File: src/rtl/clock_in_monitor.sv
// Frequency and lock monitor for a forwarded clock.
// Counts synchronized clk_meas rising edges over fixed gate windows of clk.
module clock_in_monitor #(
    parameter int GATE_CYCLES  = 100,
    parameter int CNT_W        = 16,
    parameter int MIN_COUNT    = 20,
    parameter int MAX_COUNT    = 30,
    parameter int LOCK_WINDOWS = 4
) (
    input  logic             clk,
    input  logic             rst,
    input  logic             clk_meas,
    output logic [CNT_W-1:0] freq_count,
    output logic             freq_valid,
    output logic             in_range,
    output logic             locked,
    output logic             lock_lost
);

    localparam int GW = (GATE_CYCLES > 1) ? $clog2(GATE_CYCLES) : 1;
    localparam int WW = $clog2(LOCK_WINDOWS + 1);

    typedef enum logic [1:0] {
        UNLOCKED,
        ACQUIRE,
        LOCKED
    } state_e;

    state_e           state_q;
    logic             meas_s1_q;
    logic             meas_s2_q;
    logic             meas_dly_q;
    logic [GW-1:0]    gate_q;
    logic [GW-1:0]    gate_d;
    logic [CNT_W-1:0] edge_q;
    logic [CNT_W-1:0] edge_d;
    logic [CNT_W-1:0] cnt_fin;
    logic [WW-1:0]    win_q;
    logic [WW-1:0]    win_nx;
    logic             edge_det;
    logic             win_end;
    logic             hit;

    assign edge_det = meas_s2_q & ~meas_dly_q;
    assign win_end  = (gate_q == GW'(GATE_CYCLES - 1));
    assign gate_d   = win_end ? '0 : gate_q + 1'b1;

    // Final count includes an edge landing on the window-end cycle.
    assign cnt_fin  = (edge_det && !(&edge_q)) ? edge_q + 1'b1 : edge_q;
    assign edge_d   = win_end ? '0 : cnt_fin;
    assign win_nx   = win_q + 1'b1;

    assign hit = (32'(cnt_fin) >= 32'(MIN_COUNT)) &&
                 (32'(cnt_fin) <= 32'(MAX_COUNT));

    always_ff @(posedge clk) begin
        if (rst) begin
            meas_s1_q  <= 1'b0;
            meas_s2_q  <= 1'b0;
            meas_dly_q <= 1'b0;
        end else begin
            meas_s1_q  <= clk_meas;
            meas_s2_q  <= meas_s1_q;
            meas_dly_q <= meas_s2_q;
        end
    end

    always_ff @(posedge clk) begin
        if (rst) begin
            gate_q     <= '0;
            edge_q     <= '0;
            freq_count <= '0;
            freq_valid <= 1'b0;
            in_range   <= 1'b0;
            locked     <= 1'b0;
            lock_lost  <= 1'b0;
            win_q      <= '0;
            state_q    <= UNLOCKED;
        end else begin
            gate_q     <= gate_d;
            edge_q     <= edge_d;
            freq_valid <= win_end;
            lock_lost  <= 1'b0;
            if (win_end) begin
                freq_count <= cnt_fin;
                in_range   <= hit;
                unique case (state_q)
                    UNLOCKED: begin
                        if (hit) begin
                            win_q <= WW'(1);
                            if (LOCK_WINDOWS == 1) begin
                                state_q <= LOCKED;
                                locked  <= 1'b1;
                            end else begin
                                state_q <= ACQUIRE;
                            end
                        end else begin
                            win_q <= '0;
                        end
                    end
                    ACQUIRE: begin
                        if (hit) begin
                            win_q <= win_nx;
                            if (32'(win_nx) >= 32'(LOCK_WINDOWS)) begin
                                state_q <= LOCKED;
                                locked  <= 1'b1;
                            end
                        end else begin
                            state_q <= UNLOCKED;
                            win_q   <= '0;
                        end
                    end
                    LOCKED: begin
                        if (!hit) begin
                            state_q   <= UNLOCKED;
                            win_q     <= '0;
                            locked    <= 1'b0;
                            lock_lost <= 1'b1;
                        end
                    end
                    default: begin
                        state_q <= UNLOCKED;
                        win_q   <= '0;
                        locked  <= 1'b0;
                    end
                endcase
            end
        end
    end

endmodule

File: config.mk
export PLATFORM = sky130hd
export DESIGN_NAME = clock_in_monitor
export DESIGN_NICKNAME = d
export VERILOG_FILES = /design/src/rtl/clock_in_monitor.sv
export SDC_FILE = /design/constraint.sdc
export NUM_CORES = 1
export LEC_CHECK = 0
export ABC_AREA = 1
export CORE_MARGIN = 1.5
export CORE_UTILIZATION = 57
export DETAILED_ROUTE_END_ITERATION = 12
export PLACE_DENSITY = 0.87
export SYNTH_ARGS = -nofsm -noshare
export SYNTH_HDL_FRONTEND = slang
export SYNTH_SLANG_ARGS = --single-unit
File: constraint.sdc
create_clock -name clk -period 2.6 [get_ports clk]
set_input_delay 0.26 -clock clk [delete_from_list [all_inputs] [get_ports clk]]
set_output_delay 0.26 -clock clk [all_outputs]
set_load 0.02 [all_outputs]
## Word-level counts from Yosys, hierarchy flattened

Index checks and enable logic that the tools add are counted.

- Add/sub/neg operators: 3
- Multiply operators: 0
- Div/mod/pow operators: 0
- $lt $le $gt $ge: 3
- Equal/unequal tests: 8
- Shifts and indexed selects: 0
- Muxes and demuxes: 15
- Bitwise logic cells: 5
- Reduce and logical (&&, ||, !) cells: 10

Operators with widths:

| operator | count |
|---|---|
| 16-bit by 1-bit adder with 16-bit output, second input constant | 1 |
| 16-bit by 5-bit >= comparator with 1-bit output, second input constant | 1 |
| 16-bit by 5-bit <= comparator with 1-bit output, second input constant | 1 |
| 16-bit two-way mux | 1 |
| 16-bit AND reduction | 1 |
| 3-bit case mux with 3 select lines | 1 |
| 2-bit two-way mux | 4 |
| 2-bit != test, second input constant | 4 |
| 7-bit by 1-bit adder with 7-bit output, second input constant | 1 |
| 7-bit equality test, second input constant | 1 |
| 3-bit two-way mux | 2 |
| 2-bit case mux with 3 select lines | 1 |
| 1-bit two-way mux | 5 |
| 5-bit AND reduction | 1 |
| 1-bit inverter | 4 |
| 4-bit AND reduction | 1 |
| 3-bit by 1-bit adder with 3-bit output, second input constant | 1 |
| 3-bit >= comparator, second input constant | 1 |
| 3-bit != test, second input constant | 1 |
| 1-bit case mux with 3 select lines | 1 |
| 3-bit OR reduction | 1 |
| 2-bit by 1-bit equality test with 1-bit output, second input constant | 1 |
| 2-bit equality test, second input constant | 1 |
| 1-bit logical AND | 2 |
| 5 further kinds | 5 |

- Bits in registers: 51
- Bits in latches: 0
- Memory bits (writable): 0
- Bits in read-only memories: 0
- Input port bits: 3
- Output and inout port bits: 20
- Word-level logic and storage cells: 56
- Memories kept: 0

## Depth between registers and ports, before layout

- Depth after elaboration: 8
- Depth in mapped cells: 21
- Mapped depth without buffers: 20

## Worst setup path after synthesis

Ideal clock, no wire load.

- Path kind: reg-to-reg
- From: register edge_q[0]
- To: register state_q[1]
- Setup time: 115 ps
- Arrival time: 2,099 ps
- Data required time: 2,485 ps
- Setup slack: 386 ps
- Cell stages (with the launch flop): 18
- Buffers on the path: 1
- Clock period less this slack: 2,214 ps
- Cell sequence: dfxtp_1 ha_1 inv_2 nor2_4 nand2_2 nor2_4 nor2_2 buf_6 nand2_1 nand2_2 nor2_2 nand3_1 nor2_4 nand3_1 nand2_2 inv_2 a21oi_1 nor2_1

- Word-level cells in the longest chain between the ends: 8
- Elaborated cells between the ends (all ways): 14
- Classes of those cells: 1 x add/sub; 2 x order compare; 3 x eq/ne; 3 x mux; 5 x reduce/logical

Ends and longest elaborated chain:

| item | line | source |
|---|---|---|
| start, declared | 35 | `logic [CNT_W-1:0] edge_q;` |
| start signal, assigned | 81 | `edge_q <= edge_d;` |
| branches (longest 3 deep; another with 16-bit by 1-bit adder with 16-bit output) | n/a |  |
| 16-bit two-way mux * | 49 | `assign cnt_fin = (edge_det && !(&edge_q)) ? edge_q + 1'b1 : edge_q;` |
| 16-bit by 5-bit >= comparator with 1-bit output or 16-bit by 5-bit <= comparator with 1-bit output (tied branches) | 53, 54 |  |
| 1-bit logical AND * | 53 | `assign hit = (32'(cnt_fin) >= 32'(MIN_COUNT)) &&` |
| 3-bit != test (no line), or another cell as far along | n/a |  |
| 4-bit AND reduction (no line) or 2-bit case mux with 3 select lines (tied branches) | n/a |  |
| end signal, assigned | 78 | `state_q <= UNLOCKED;` |
| end signal, assigned | 92 | `state_q <= LOCKED;` |
| end signal, assigned | 95 | `state_q <= ACQUIRE;` |
| end, declared | 29 | `state_e state_q;` |

Every way passes the cells marked *.
A chain may end at the register's enable or synchronous reset.

## Final worst setup path

- From: register edge_q[1]
- To: register state_q[0]

Same word-level chain as after synthesis.

==> summary.txt <==
Final-report hold violation count = 0
Crit Path Max Fanout = 8
YS warnings = 0
Worst Hold Class = register to register
Die extent in y = 70.20 microns
GRT Max-Usage Layer = met2
Met1 Resource Use GR = 29.22%
Unrepaired setup endpoints after global routing = true
First-pass GRT wire length = 9901 microns
Core footprint = 4354 sq um
Max clock buf depth = 2
Leakage Power = 1.268 nW
Worst reg-to-reg setup slack = 0.21 ns
Layout cells sized above 1 = 13.60%
# clock sinks = 51
Row cnt = 24
Syn avg cell area = 6.599 sq um
Net count after synthesis = 396
Vias after detailed routing = 2,432
Initial core utilization = 59.11%
H-tree depth reported by CTS = 2
GRT Overall Usage = 24.67%
WL per Instance = 12.24 microns
Setup-failing EPs final = 0
Total wire length = 5764 microns
Initial antenna violation count = 0
Antenna cells = 0
Worst Tran Pin Value = 0.6895 ns
Mapped Cells = 390
Worst setup path class = register to register
CTS tree = done
Commonest cells after routing, fill and taps aside = nand2_1, nor2_1, dfxtp_1
GRT overflow = 0
Vias per cell = 5.163
Fin Setup TNS = 0 ns
Crit end category = register
RePlAce Congestion = 0.9323
Netlist cell types = 25
Final layout net count = 424
Pin count of the biggest net entering global routing = 23
Met3 Usage GRT = 4.618%
Crit path arrival time = 2.62 ns
Highest clock rate = 0.4188 GHz
Clock period minus worst slack = 2.388 ns
Most common cell after layout, fill and taps aside = nand2_1
Crit path required time = 2.83 ns
Final cell count without fillers = 471
Initial DRC Count = 168
Max-slew headroom = 53.98%
Worst Skew = 0.006712 ns
Clock transition at path regs = 0.09 ns
Pwr dens = 474.9 nW/um^2
TritonRoute pass-1 iters = 4
Fraction of the yosys area taken by sequential cells = 39.67%
# placed instances = 463
Startpoint Class = register
P&R area growth vs syn = 16.77%
CTS Buf Count = 5
Boundary Pins = 23
Vias in the first global route = 2,349
Post-synthesis register bit count = 51
FF/Latch Area = 1023 sq um
Post-CTS Hold Buffers = 0
FILL cells = 341
Final Slew Violations = 0
Met2 GRT Util = 44.23%
Final ANT Viol Nets = 0
Worst-Skew Late Latency = 0.30 ns
Drt drc = 0
Mapped Area = 2574 sq um
Worst vdd ir = 0.4242 mV
Die Area = 4927 sq um
Port bufs = 22
Status = completed
Area occupied by multi-input gates = 1339 sq um
CTS root buf = clkbuf_8
Final worst-path cycle share = 91.83%
Die width = 70.20 microns
Max-cap viol count = 0
Hpwl dp = 4446 microns
[synthesized netlist by cell type]
cell type / n / area (sq um)
buf_6: 2 / 22.52
inv_1: 46 / 172.7
nand4_1: 8 / 50.05
nand2_1: 115 / 431.7
nor2_4: 4 / 45.04
nor2_2: 7 / 43.79
a31oi_1: 1 / 6.260
nor3_2: 1 / 10.01
a21oi_2: 2 / 17.52
inv_2: 5 / 18.77
clkbuf_1: 5 / 18.77
nor2_1: 59 / 221.5
ha_1: 3 / 37.54
dfxtp_1: 51 / 1021
nand3b_1: 1 / 7.510
nor3_1: 4 / 20.02
nand2_2: 15 / 93.84
o21ai_1: 3 / 15.01
a21oi_1: 6 / 30.03
or2_2: 2 / 12.51
and3_1: 1 / 6.260
xor2_1: 3 / 26.28
o21ai_0: 20 / 100.1
nand3_1: 22 / 110.1
xnor2_1: 4 / 35.03
[cell families (layout without fill, tap and decap cells)]
logic type	count (synthesis)	count (layout)	share of synthesized area, %
AND/OR/NAND/NOR	239	239	40.88
buffers and inverters	58	87	9.043
flip-flops	51	51	39.67
AO/OA/AOI/OAI	32	32	6.563
XOR/XNOR	7	7	2.382
adder cells (fa/ha/maj)	3	3	1.459
[per-layer routing]
metal | wire length (microns) | part of all wire, %
met5 | 0 | 0
met2 | 2884 | 50
met1 | 2541 | 44
met4 | 80 | 1.4
met3 | 258 | 4.5
[worst max-delay path, cell delays in order, from the launching register on]
cell	delay, ns
dfxtp_2	0.36
ha_2	0.19
inv_2	0.04
nor2_4	0.13
nand2_2	0.10
nor2_4	0.12
nor2_2	0.06
buf_4	0.16
nand2_1	0.07
nand2_1	0.06
inv_1	0.08
nand2_1	0.08
nor2_2	0.14
nand2_2	0.08
nor2_4	0.15
nand3_1	0.10
nand2_2	0.10
inv_2	0.08
nand2_1	0.06
nand2_1	0.05
a21oi_2	0.11
[where the power goes]
group	switching, mW	leakage, nW	internal, mW	total (mW)
combinational	0.0344	0.793	0.0172	0.0516
clock	0.264	0.0618	0.317	0.580
sequential	0.00636	0.413	0.789	0.795
[flip-flops by register name, indices dropped and copies added, names as in the netlist, 2 cells and up]
name,count
edge_q,16
gate_q,7
state_q,2
win_q,3
freq_count,16
[repair_timing]
item | 4_1_cts | 5_1_grt
endpoints found under the setup margin | 0 | 6
buffers inserted | 0 | 0
resized for setup | 0 | 8
[through the flow]
step | area (sq um) | total power, mW | setup WS (ns) | hold WS, ns | utilization, %
2_1_floorplan | 2574 | 0.8496 | 0.3858 | 0.3670 | -
3_3_place_gp | 2863 | 0.8618 | 0.3331 | 0.3891 | 65.75
3_5_place_dp | 2863 | 0.8641 | 0.2507 | 0.3972 | 65.75
4_1_cts | 2984 | 1.433 | 0.2125 | 0.4105 | 68.53
5_1_grt | 3005 | 1.477 | 0.01277 | 0.4253 | 69.02
6_report | 3005 | 1.427 | 0.2125 | 0.4087 | 69.02
[area by class of cell]
type / instances / share of cell area, %
tap: 52 / 2.165
clock inverter: 2 / 1.291
inverter: 51 / 6.370
multi-input combinational: 281 / 44.55
timing repair buffer: 28 / 8.826
clock buffer: 6 / 2.748
sequential: 51 / 34.05
[worst paths after layout]
check	end	from	depth (start not counted)
max	state_q[0]$_SDFFE_PP0P_	edge_q[1]$_SDFF_PP0_	20
min reg2reg	meas_s2_q$_SDFF_PP0_	meas_s1_q$_SDFF_PP0_	2
min	meas_s2_q$_SDFF_PP0_	meas_s1_q$_SDFF_PP0_	2
max reg2reg	state_q[0]$_SDFFE_PP0P_	edge_q[1]$_SDFF_PP0_	20
Power figures use the tool's default switching activity.
==> variant 1 (config.mk and constraints unchanged) <==
Set the parameter `GATE_CYCLES` to 50 (it was 100).
--- a/src/rtl/clock_in_monitor.sv
+++ b/src/rtl/clock_in_monitor.sv
@@ -2,5 +2,5 @@
 // Counts synchronized clk_meas rising edges over fixed gate windows of clk.
 module clock_in_monitor #(
-    parameter int GATE_CYCLES  = 100,
+    parameter int GATE_CYCLES  = 50,
     parameter int CNT_W        = 16,
     parameter int MIN_COUNT    = 20,
Behaviour: same outputs for any inputs over 10 cycles, from zero or initial values and one cycle with rst high; that may be too few to reach the edited logic, so the function may still have changed.
==> variant 1 against the original RTL <==
- largest power group unchanged
- worst setup slack improved by 0.031 ns
- sequential cell count decreased by 1
- clock power decreased by 0.9%
- critical endpoint unchanged
- critical path type unchanged
- combinational power increased by 29%
- wire length increased by 0.16%
- design area decreased by 4.0%
- sequential share of layout area increased by 0.65 points
- power decreased by 0.24%
- area after synthesis decreased by 3.8%
- largest cell class unchanged
==> variant 1: results (changes against the original RTL) <==
| Metric | Value |
|---|---|
| Layout cells sized above 1 | `9.02% (was 13.6%)` |
| H-tree Lvls | `2 (unchanged)` |
| Placement Cell Area | `0.00276 sq mm (was 0.00286 sq mm)` |
| Biggest regs | `edge_q (16), freq_count (16), gate_q (6) (was edge_q (16), freq_count (16), gate_q (7))` |
| # Post-CTS Setup Buffers | `0 (unchanged)` |
| Nets | `405 (was 424)` |
| Post-route DRC | `0 (unchanged)` |
| Vias/cell | `5.32 (was 5.16)` |
| Worst-case headroom to the max-slew limit | `67.0% (was 54.0%)` |
| Skew-Pair Late Insertion Delay | `between 0.3 and 0.4 ns` |
| Top cells by count, synth | `nand2_1, nor2_1, dfxtp_1 (unchanged)` |
| Clock root buffer | `clkbuf_8 (unchanged)` |
| Clock skew | `0.00646 ns (was 0.00671 ns)` |
| Status | `complete, no violations (unchanged)` |
| Post-cts resize count | `0 (unchanged)` |
| WP data arrival | `2.61 ns (was 2.62 ns)` |
| Antenna Cells | `0 (unchanged)` |
| Fillers | `334 (was 341)` |
| Maximum clock path buffer count | `2 (unchanged)` |
| Top_reg_cell synth | `dfxtp_1 (unchanged)` |
| Syn Nets | `378 (was 396)` |
| Netlist cell types | `27 (was 25)` |
| Final WL | `5770 microns (was 5760 microns)` |
| Critical path's slowest cell | `dfxtp_1 (was dfxtp_2)` |
| Vias in the first global route | `2,137 (was 2,349)` |
| Synth area leaders | `dfxtp_1, nand2_1, nor2_1 (unchanged)` |
| Sequential share of the synthesized area | `40.4% (was 39.7%)` |
| Multi-input logic area | `0.00128 sq mm (was 0.00134 sq mm)` |
| Initial antenna violation count | `0 (unchanged)` |
| DR pass1 iterations | `4 (unchanged)` |
| CP top delay family | `simple AND/OR/NAND/NOR gates (unchanged)` |
| Placed Instances | `441 (was 463)` |
| Pre-CTS setup slack | `0.130 ns (was 0.251 ns)` |
| CTS Buf Count | `5 (unchanged)` |
| Max incr delay on CP | `0.40 ns (was 0.36 ns)` |
| First-pass GRT wire length | `9470 microns (was 9900 microns)` |
| Synth Instances | `371 (was 390)` |
| Overall Global Routing Usage | `27.0% (was 24.7%)` |
| Hpwl dp | `4350 microns (was 4450 microns)` |
| Pleak | `1.16 nW (was 1.27 nW)` |
| Largest net degree at the start of global routing | `19 (was 23)` |
| Min-Delay Path Class | `reg -> reg (unchanged)` |
| Async S/R FF share, synth | `0% (unchanged)` |
| Maximum vdd ir drop | `0.000508 V (was 0.000424 V)` |
| Vias | `2,390 (was 2,432)` |
| Gp weighted congestion | `0.941 (was 0.932)` |
| Crit path max fanout | `7 (was 8)` |
| NetSw | `0.334 mW (was 0.304 mW)` |
| Post-synth EDFFs | `0 (unchanged)` |
| Initial DRC Count | `157 (was 168)` |
| Number of buffers added on ports | `22 (unchanged)` |
| Clock transition at path regs | `~0.1 ns` |
| Yosys warns | `0 (unchanged)` |
==> variant 1: cell count changes after synthesis, sizes merged, moves of 2 or more <==
cell,delta
inv,-7
nand2,-14
nand3,+4
nand3b,+4
nor2,-4
nor3,-2
==> variant 1: layer usage <==
metal / up-vias / part of all wire [%] / track usage, %
li1: 1214 / - / -
met4: 0 / 1.6 / 8.33
met5: - / 0 / 0
met1: 1101 / 44 / 32.9
met2: 65 / 50 / 47.6
met3: 10 / 3.8 / 5.36
==> variant 1: cell families (layout without fill, tap and decap cells) <==
family          count (synthesis)  count (layout)  synth area share (%)
compound gates                 32              32                  6.87
xor+xnor                        5               5                  1.77
fa+ha+maj                       4               4                  2.02
buf+inv                        52              80                  8.24
flops                          50              50                  40.4
simple gates                  228             228                  40.7
==> variant 1: final timing paths <==
| path | from | endpoint | slack [ns] | cells past startpoint |
|---|---|---|---|---|
| max | edge_q[1] | state_q[0] | 0.24 | 15 |
| min | meas_s1_q | meas_s2_q | 0.42 | 2 |
| min reg2reg | meas_s1_q | meas_s2_q | 0.42 | 2 |
| max reg2reg | edge_q[1] | state_q[0] | 0.24 | 15 |
==> variant 1: cell type report <==
type,instances,area share (%)
multi-input combinational,269,44.3
sequential,50,34.7
timing repair buffer,27,8.94
inverter,45,5.86
clock buffer,5,2.39
tap,50,2.17
clock inverter,3,1.69
==> variant 1: power by group through the flow <==
stage,clock network (mW),registers (mW),logic (mW)
finish,0.575,0.782,0.0664
global route,0.610,0.783,0.0742
CTS,0.581,0.782,0.0652
detailed placement,0,0.800,0.0643
global placement,0,0.800,0.0621
floorplan,0,0.799,0.0465
==> variant 2 (same flow settings) <==
Without the edit above. Make the reset (`rst`) asynchronous in 2 clocked blocks.
--- a/src/rtl/clock_in_monitor.sv
+++ b/src/rtl/clock_in_monitor.sv
@@ -54,5 +54,5 @@
                  (32'(cnt_fin) <= 32'(MAX_COUNT));
 
-    always_ff @(posedge clk) begin
+    always_ff @(posedge clk or posedge rst) begin
         if (rst) begin
             meas_s1_q  <= 1'b0;
@@ -66,5 +66,5 @@
     end
 
-    always_ff @(posedge clk) begin
+    always_ff @(posedge clk or posedge rst) begin
         if (rst) begin
             gate_q     <= '0;
Formal check against the unedited RTL: same outputs for any inputs over 10 cycles, from zero or initial values and one cycle with rst high; that may be too few to reach the edited logic, so the function may still have changed.
==> variant 2 against the original RTL <==
- via count fell by 6.7%
- synthesized cell count shrank 9.2%
- area after synthesis grew 6.1%
- design area up 4.1%
- wire length grew 2.3%
- highest routed layer unchanged
- sequential cell count stayed put
- worst setup slack better by 0.026 ns
- cell count is 7.9% lower
Power is not compared: it rests on default switching activity, and its combinational part moved more than twofold at a synthesized area within 25%.
==> variant 2: results (changes against the original RTL) <==
| Metric | Value |
|---|---|
| Synth area leaders | `dfrtp_1, nand2_1, inv_1 (was dfxtp_1, nand2_1, nor2_1)` |
| Sequential share of the synthesized area | `46.7% (was 39.7%)` |
| Fin crit period | `2.36 ns (was 2.39 ns)` |
| Worst-case headroom to the max-slew limit | `42.5% (was 54.0%)` |
| Initial DRC Count | `139 (was 168)` |
| Largest net degree at the start of global routing | `36 (was 23)` |
| Max incr delay on CP | `0.45 ns (was 0.36 ns)` |
| WP data arrival | `2.56 ns (was 2.62 ns)` |
| Pre-CTS setup slack | `0.208 ns (was 0.251 ns)` |
| Hpwl dp | `4280 microns (was 4450 microns)` |
| Syn Nets | `360 (was 396)` |
| Vias/cell | `5.23 (was 5.16)` |
| Layout cells sized above 1 | `12.1% (was 13.6%)` |
| Gp weighted congestion | `0.917 (was 0.932)` |
| Synthesized area per cell | `7.72 sq um (was 6.60 sq um)` |
| Flop-to-flop setup slack | `0.24 ns (was 0.21 ns)` |
| Post-Synth Adder-Cell Area | `1.37% (was 1.46%)` |
| Top_reg_cell synth | `dfrtp_1 (was dfxtp_1)` |
| XOR/XNOR Fraction of Synth Area | `2.24% (was 2.38%)` |
| Clock skew | `0.00833 ns (was 0.00671 ns)` |
| Drt wl/cell | `13.6 microns (was 12.2 microns)` |
| Overall Global Routing Usage | `25.4% (was 24.7%)` |
| Remaining global-route overflow | `0 (unchanged)` |
| Nets | `385 (was 424)` |
| Fillers | `342 (was 341)` |
| CP startpoint | `edge_q[0] (was edge_q[1])` |
| First-pass GRT wire length | `10,100 microns (was 9900 microns)` |
| Status | `complete, no violations (unchanged)` |
| Netlist cell types | `31 (was 25)` |
| Post-Layout Cell Count | `434 (was 471)` |
| Tightest hold margin | `0.385 ns (was 0.409 ns)` |
| Critical path's slowest cell | `dfrtp_1 (was dfxtp_2)` |
[variant 2: cell types whose count changed in the layout (fill, tap and decap cells not counted), moves of 4 or more]
cell     change
nand2_2      -6
nand3_1      -7
nand2_4      +4
nand2_1     -11
nor2_1      -12
dfrtp_1     +51
dfxtp_1     -49
[variant 2: worst min path at each step]
stage / cells past startpoint / end / from
global placement: 0 / meas_s2_q / meas_s1_q
finish: 2 / edge_q[14] / rst
detailed placement: 0 / meas_s2_q / meas_s1_q
floorplan: 0 / meas_s1_q / clk_meas
CTS: 0 / meas_s2_q / meas_s1_q
global route: 0 / meas_s2_q / meas_s1_q
[variant 2: timing repair]
item                                    CTS  global route
hold buffers                              0             0
endpoints found under the setup margin    0             4
hold endpoints to repair                  0             0
gates resized for setup                   0             2
[variant 2: power by group]
| group | leakage [nW] | switching, mW | internal, mW |
|---|---|---|---|
| clock | 0.0612 | 0.261 | 0.311 |
| combinational | 0.830 | 0.348 | 0.168 |
| sequential | 0.674 | 0.0773 | 0.840 |
[variant 2: area by class of cell]
| class | instances | area, sq um | area share (%) |
|---|---|---|---|
| clock buffers | 6 | 82.6 | 2.64 |
| repair buffers | 26 | 254 | 8.12 |
| multi-input cells | 245 | 1230 | 39.2 |
| flip-flops and latches | 51 | 1280 | 40.8 |
| clock inverters | 2 | 35.0 | 1.12 |
| inverters | 50 | 188 | 6.00 |
| well taps | 54 | 67.6 | 2.16 |
[variant 2: metal layers]
| metal | vias up | global-route usage (%) | routed length (microns) |
|---|---|---|---|
| met4 | 0 | 10.1 | 161 |
| met3 | 14 | 5.42 | 287 |
| met5 | - | 0 | 0 |
| li1 | 1140 | - | - |
| met2 | 57 | 43.0 | 3020 |
| met1 | 1059 | 31.9 | 2430 |
